### src/rtl/l2_pkg.sv
// l2_pkg: shared sizes, types and helpers for the L2 request arbiter.
//
// Types:
//   tag_t       - host request tag
//   sid_t       - stream pointer index
//   slot_t      - L2 line slot within a stream
//   cnt_t       - outstanding-tag counter, one bit wider than tag_t so "full" is representable
//   tag_entry_t - per-tag ownership record {sid, slot}
package l2_pkg;

    localparam int nstreams         = 4;
    localparam int addr_width       = 64;
    localparam int cache_line       = 128;
    localparam int cache_line_width = $clog2(cache_line);
    localparam int l2_ncl           = 256;
    localparam int l2_ncl_width     = $clog2(l2_ncl);
    localparam int ntags            = 32;
    localparam int tag_width        = $clog2(ntags);
    localparam int sid_width        = $clog2(nstreams);
    localparam int cnt_width        = tag_width + 1;

    typedef logic [tag_width-1:0]    tag_t;
    typedef logic [sid_width-1:0]    sid_t;
    typedef logic [l2_ncl_width-1:0] slot_t;
    typedef logic [cnt_width-1:0]    cnt_t;

    typedef struct packed {
        sid_t  sid;
        slot_t slot;
    } tag_entry_t;

    // Line slot addressed by an EA: the line-index bits just above the byte offset.
    function automatic slot_t ea_to_slot(input logic [addr_width-1:0] ea);
        return ea[cache_line_width +: l2_ncl_width];
    endfunction

endpackage

### src/rtl/base_rr_arb.sv
// base_rr_arb: combinational round-robin grant.
//
// The search starts at ptr and walks ptr, ptr+1, ... modulo width; the first
// requester found wins.
//
// Ports:
//   req     in  width      request vector
//   ptr     in  ptr_width  index with highest priority this cycle
//   gnt     out width      one-hot grant (all zero when no request)
//   gnt_idx out ptr_width  index of the granted requester
//   gnt_v   out 1          some requester was granted
module base_rr_arb #(
    parameter  int width     = 4,
    localparam int ptr_width = (width > 1) ? $clog2(width) : 1
) (
    input  logic [width-1:0]     req,
    input  logic [ptr_width-1:0] ptr,
    output logic [width-1:0]     gnt,
    output logic [ptr_width-1:0] gnt_idx,
    output logic                 gnt_v
);

    int                   idx_i;
    logic [ptr_width-1:0] idx;

    always_comb begin
        gnt     = '0;
        gnt_idx = '0;
        gnt_v   = 1'b0;
        idx_i   = 0;
        idx     = '0;
        for (int i = 0; i < width; i++) begin
            idx_i = int'(ptr) + i;
            if (idx_i >= width) begin
                idx_i = idx_i - width;
            end
            idx = idx_i[ptr_width-1:0];
            if (!gnt_v && req[idx]) begin
                gnt_v      = 1'b1;
                gnt[idx]   = 1'b1;
                gnt_idx    = idx;
            end
        end
    end

endmodule

### src/rtl/l2_req_arb.sv
// l2_req_arb: merges cache-line requests from the L2 stream pointers onto one
// host request port, tags them from a circular ring, and retires host
// responses back to their owning stream in issue order.
//
// Handshake: a transfer happens on a port in every cycle where valid and ready
// are both high at the clock edge; a valid source holds its payload until that
// happens. i_rsp_v has no ready and is always accepted.
//
// Ports:
//   clk, reset  clock; synchronous active-high reset
//   i_req_v/r   per-stream request valid / ready (at most one ready bit high)
//   i_req_ea    per-stream EA, stream s at [s*addr_width +: addr_width]
//   o_req_*     host request valid / ready / EA / tag (registered stage)
//   i_rsp_v/tag host response, any order
//   o_wr_v/addr URAM line write strobe and {sid, slot}, one cycle after response
//   o_rsp_v     one-hot retire pulse to the owning stream, in issue order
module l2_req_arb
    import l2_pkg::*;
(
    input  logic                               clk,
    input  logic                               reset,
    input  logic [nstreams-1:0]                i_req_v,
    output logic [nstreams-1:0]                i_req_r,
    input  logic [nstreams*addr_width-1:0]     i_req_ea,
    output logic                               o_req_v,
    input  logic                               o_req_r,
    output logic [addr_width-1:0]              o_req_ea,
    output logic [tag_width-1:0]               o_req_tag,
    input  logic                               i_rsp_v,
    input  logic [tag_width-1:0]               i_rsp_tag,
    output logic                               o_wr_v,
    output logic [sid_width+l2_ncl_width-1:0]  o_wr_addr,
    output logic [nstreams-1:0]                o_rsp_v
);

    logic                    o_req_v_q,   o_req_v_d;
    logic [addr_width-1:0]   o_req_ea_q,  o_req_ea_d;
    tag_t                    o_req_tag_q, o_req_tag_d;
    logic                    o_wr_v_q,    o_wr_v_d;
    tag_entry_t              o_wr_addr_q, o_wr_addr_d;
    logic [nstreams-1:0]     o_rsp_v_q,   o_rsp_v_d;
    logic [ntags-1:0]        done_q,      done_d;
    tag_t                    head_q,      head_d;
    tag_t                    tail_q,      tail_d;
    cnt_t                    cnt_q,       cnt_d;
    sid_t                    rr_ptr_q,    rr_ptr_d;
    tag_entry_t              tbl_q [ntags];
    tag_entry_t              tbl_d [ntags];

    logic [nstreams-1:0]     gnt;
    sid_t                    gnt_idx;
    logic                    gnt_v;
    logic [addr_width-1:0]   g_ea;
    logic                    load;
    logic                    retire;
    sid_t                    head_sid;
    tag_entry_t              rsp_e;

    base_rr_arb #(.width(nstreams)) u_rr (
        .req     (i_req_v),
        .ptr     (rr_ptr_q),
        .gnt     (gnt),
        .gnt_idx (gnt_idx),
        .gnt_v   (gnt_v)
    );

    always_comb begin
        g_ea = '0;
        for (int s = 0; s < nstreams; s++) begin
            if (gnt[s]) begin
                g_ea = i_req_ea[s*addr_width +: addr_width];
            end
        end

        // Load only when the output stage is empty or draining and a tag is free.
        load     = (~o_req_v_q | o_req_r) & gnt_v & (cnt_q < cnt_t'(ntags));
        i_req_r  = load ? gnt : '0;
        // done is registered, so a response never retires in its own arrival cycle.
        retire   = (cnt_q != '0) & done_q[head_q];
        head_sid = tbl_q[head_q].sid;
        rsp_e    = tbl_q[i_rsp_tag];

        o_req_v_d   = o_req_v_q;
        o_req_ea_d  = o_req_ea_q;
        o_req_tag_d = o_req_tag_q;
        tail_d      = tail_q;
        rr_ptr_d    = rr_ptr_q;
        tbl_d       = tbl_q;
        if (load) begin
            o_req_v_d     = 1'b1;
            o_req_ea_d    = g_ea;
            o_req_tag_d   = tail_q;
            tail_d        = tail_q + tag_t'(1);
            rr_ptr_d      = (gnt_idx == sid_t'(nstreams - 1)) ? '0 : gnt_idx + sid_t'(1);
            tbl_d[tail_q] = '{sid: gnt_idx, slot: ea_to_slot(g_ea)};
        end else if (o_req_r) begin
            o_req_v_d = 1'b0;
        end

        o_wr_v_d    = i_rsp_v;
        o_wr_addr_d = rsp_e;

        o_rsp_v_d = '0;
        done_d    = done_q;
        head_d    = head_q;
        if (retire) begin
            o_rsp_v_d[head_sid] = 1'b1;
            done_d[head_q]      = 1'b0;
            head_d              = head_q + tag_t'(1);
        end
        if (i_rsp_v) begin
            done_d[i_rsp_tag] = 1'b1;
        end

        case ({load, retire})
            2'b10:   cnt_d = cnt_q + cnt_t'(1);
            2'b01:   cnt_d = cnt_q - cnt_t'(1);
            default: cnt_d = cnt_q;
        endcase
    end

    always_ff @(posedge clk) begin
        if (reset) begin
            o_req_v_q   <= 1'b0;
            o_req_ea_q  <= '0;
            o_req_tag_q <= '0;
            o_wr_v_q    <= 1'b0;
            o_wr_addr_q <= '0;
            o_rsp_v_q   <= '0;
            done_q      <= '0;
            head_q      <= '0;
            tail_q      <= '0;
            cnt_q       <= '0;
            rr_ptr_q    <= '0;
        end else begin
            o_req_v_q   <= o_req_v_d;
            o_req_ea_q  <= o_req_ea_d;
            o_req_tag_q <= o_req_tag_d;
            o_wr_v_q    <= o_wr_v_d;
            o_wr_addr_q <= o_wr_addr_d;
            o_rsp_v_q   <= o_rsp_v_d;
            done_q      <= done_d;
            head_q      <= head_d;
            tail_q      <= tail_d;
            cnt_q       <= cnt_d;
            rr_ptr_q    <= rr_ptr_d;
        end
    end

    // Ownership tables hold no meaning until written by a load, so no reset.
    always_ff @(posedge clk) begin
        tbl_q <= tbl_d;
    end

    assign o_req_v   = o_req_v_q;
    assign o_req_ea  = o_req_ea_q;
    assign o_req_tag = o_req_tag_q;
    assign o_wr_v    = o_wr_v_q;
    assign o_wr_addr = o_wr_addr_q;
    assign o_rsp_v   = o_rsp_v_q;

    // A response must name an outstanding tag that has not already answered.
    tag_t rsp_age;
    assign rsp_age = i_rsp_tag - head_q;

    a_rsp_legal : assert property (@(posedge clk) disable iff (reset)
        i_rsp_v |-> ((cnt_t'(rsp_age) < cnt_q) && !done_q[i_rsp_tag]));

endmodule

### config.mk
export PLATFORM = sky130hd
export DESIGN_NAME = l2_req_arb
export DESIGN_NICKNAME = d
export VERILOG_FILES = /design/src/rtl/l2_pkg.sv /design/src/rtl/base_rr_arb.sv /design/src/rtl/l2_req_arb.sv
export SDC_FILE = /design/constraint.sdc
export NUM_CORES = 1
export LEC_CHECK = 0
export CORE_MARGIN = 10
export CORE_UTILIZATION = 45
export CTS_CLUSTER_DIAMETER = 150
export DETAILED_ROUTE_END_ITERATION = 16
export GPL_TIMING_DRIVEN = 0
export HOLD_SLACK_MARGIN = 0.03
export PLACE_DENSITY = 0.74
export SLEW_MARGIN = 10
export SYNTH_ARGS = -nofsm -noshare
export SYNTH_HDL_FRONTEND = slang
export SYNTH_SLANG_ARGS = --single-unit
export TNS_END_PERCENT = 50
### constraint.sdc
create_clock -name clk -period 6.35 [get_ports clk]
set_clock_uncertainty 0.15 [all_clocks]
set_input_delay 1.905 -clock clk [delete_from_list [all_inputs] [get_ports clk]]
set_output_delay 1.905 -clock clk [all_outputs]
set_load 0.02 [all_outputs]
==> metrics <==
status complete, no violations; max incr delay on CP 0.52 ns; CTS Root Cell clkbuf_16; main combinational cell family by area after synthesis compound AO/OA/AOI/OAI gates; WP data required 4.30 ns; Port Buffer Count 355; TritonCTS Buffers 48; Die X 231 um; Crit path max-delay family buffers and inverters; Max Cap Viol 0; Tightest Hold Check Type reg -> reg; Final nets 2,119; top cell type's share of synthesized area 48.1%; number of antenna violations at the first check in global routing 6; layout cells sized above 1 15.4%; CTS max path bufs 3; Placement Cell Area 0.0245 mm^2; clock latency on the worst-skew pair 0.62 ns; commonest non-fill, non-tap cell in the layout clkdlybuf4s50_1; Final period util 99.7%; number of flops mapped to enable cells by yosys 320; Cell Chain, Critical Path clkdlybuf4s15_2 -> mux4_2 -> buf_4 -> nor4b_4 -> nand2_1 -> o21ai_2 -> buf_6 -> buf_6 -> buf_8 -> and2_1 -> buf_4; Routed WL 78,200 um; # DRC 0; Pleak 0.00871 uW; vias in the first global route 15,375; CP startpoint kind input port; crit end category primary output; 1st-iter DRT viols 2,353; Synth Area in XOR/XNOR 0.701%; Final Setup Violations 0; first-pass GRT wire length 110,000 um; Unique masters post-synth 62; die area 0.0533 mm^2; Worst Path Arrival 4.28 ns; Worst VDD drop 0.000423 V; Slew Viols, Final 0; synthesized area 0.0200 mm^2; ys async rst share 0%; Post-Layout Cell Count 2,467; FP Rows 77; Synth Register Bits 455; IO Pins 358; Yosys warning total 0; min Tclk post-route 6.33 ns; Simple-Gate Fraction of Synth Area 8.12%; post-route cell area 0.0263 mm^2; vias per cell 6.40; syn nets 1,685; hpwl dp 57,800 um; f_max 158 MHz; RSZ-0062 raised after global routing true; Pwr per Cell Area 430 mW/mm^2; post-synthesis mux area share 12.7%; DR vias 15,786; main flop type after synthesis edfxtp_1; pre-CTS setup slack -1.31 ns; H-tree depth 2; final worst slack 0.0190 ns; # clock sinks 455; Critical-path top delay cell mux4_2; Adder-Cell Fraction of Synth Area 1.13%; largest area contributor in the synthesized netlist edfxtp_1; Die Y 231 um; most frequent cells in the layout clkdlybuf4s50_1, edfxtp_1, dfxtp_1; Initial Util 45.4%; area grow syn2layout 31.6%; TritonCTS clock tree done; top cells by area, synth edfxtp_1, dfxtp_1, mux4_2; synthesized instance count 1,398; sequential area share after synthesis 61.6%; core area 0.0440 mm^2; Tot GR Track Use 28.3%; crit path kind in -> out; GR Overflow Total 0; relative slew slack 16.0%; synthesized area per cell 14.3 um^2; compound-cell area share of the yosys netlist 12.8%; slew at the pin with the worst max-slew slack 1.25 ns; largest net degree at the start of global routing 33; Fin. Hold Viols 0; DR pass1 iterations 8; Placer Congestion 0.972; # fillers 3,387; Clk pin slew, worst setup/hold paths 0.06 ns; Placed Cells 2,354; WL per Instance 31.7 um; Post-DRT Antenna Nets 0; crit-path max FO 10; Buf+Inv Stages, Crit Path 6
==> metrics by stage <==
step | hold slack, ns | power [uW] | setup TNS, ns | util (%)
finish | 0.310 | 11300 | 0 | 59.7
global placement | 0.297 | 7930 | -95.71 | 55.2
CTS | 0.314 | 11100 | -0.00283 | 59.5
floorplan | 0.283 | 6400 | 0 | -
global route | 0.336 | 11700 | -0.0550 | 59.7
detailed placement | 0.297 | 8210 | -6.61 | 55.5
==> cells in the mapped netlist (27+ instances only) <==
cell and number:
nand2_1 53, clkbuf_1 78, mux4_2 108, dfxtp_1 135, a222oi_1 56, and4_1 56
o21ai_0 72, nor2_1 89, edfxtp_1 320, a31oi_1 62, a21oi_1 27, a22oi_1 34
buf_2 30
==> sequential cells by signal, indices dropped and copies added, names as in the netlist, 5 cells and up, named ones only <==
| name | flops |
|---|---|
| tbl_q | 320 |
| o_req_ea | 64 |
| done_q | 32 |
| o_wr_addr | 10 |
| cnt_q | 6 |
| head_q | 5 |
| o_req_tag | 5 |
| tail_q | 5 |
==> repair_timing <==
action / in CTS / in global routing
hold buffers: 0 / 0
buffers inserted: 10 / 11
gates resized for setup: 46 / 3
pin swaps: 3 / 2
endpoints found under the setup margin: 4 / 4
==> layer usage <==
layer  global-route usage [%]  wire, um  vias to the layer above
li1                         -         -                     6594
met1                     40.6     32500                     7990
met2                     42.5     35200                     1069
met3                     6.06      8430                      133
met4                     8.51      2140                        0
met5                        0         0                        -
==> worst min-delay path: stages, from the launching register on <==
cell and delay [ns]:
dfxtp_1 0.31, nand2_1 0.05, a21oi_1 0.05
==> worst paths after layout <==
kind                             startpoint                         to  slack (ns)  cells after the start
setup / recovery                 i_req_v[3]                 i_req_r[2]        0.02                     11
hold / removal    o_req_tag[3]$_SDFFE_PP0P_  o_req_tag[3]$_SDFFE_PP0P_        0.31                      2
setup reg to reg                   register      cnt_q[4]$_SDFFE_PP0P_        1.15                     22
hold reg to reg   o_req_tag[3]$_SDFFE_PP0P_  o_req_tag[3]$_SDFFE_PP0P_        0.31                      2
==> layout make-up <==
class	count	area (um^2)	area share, %
Antenna cell	6	15.0	0.0571
Buffer	126	587	2.23
Clock buffer	66	1330	5.05
Clock inverter	21	274	1.04
Inverter	13	48.8	0.186
Multi-Input combinational cell	803	7160	27.2
Sequential cell	455	12300	46.8
Tap cell	592	741	2.82
Timing Repair Buffer	385	3840	14.6
==> kinds of logic after synthesis <==
family	after synthesis
AO/OA/AOI/OAI	364
XOR/XNOR	16
adder cells (fa/ha/maj)	18
buffers and inverters	140
flip-flops	455
multiplexers	119
AND/OR/NAND/NOR	286
==> power by group <==
group,switching (uW),total (uW),internal (uW)
registers,194,4340,4140
clock network,1220,2860,1640
logic,2630,4120,1500
total,4040,11300,7280
Power figures use the tool's default switching activity.
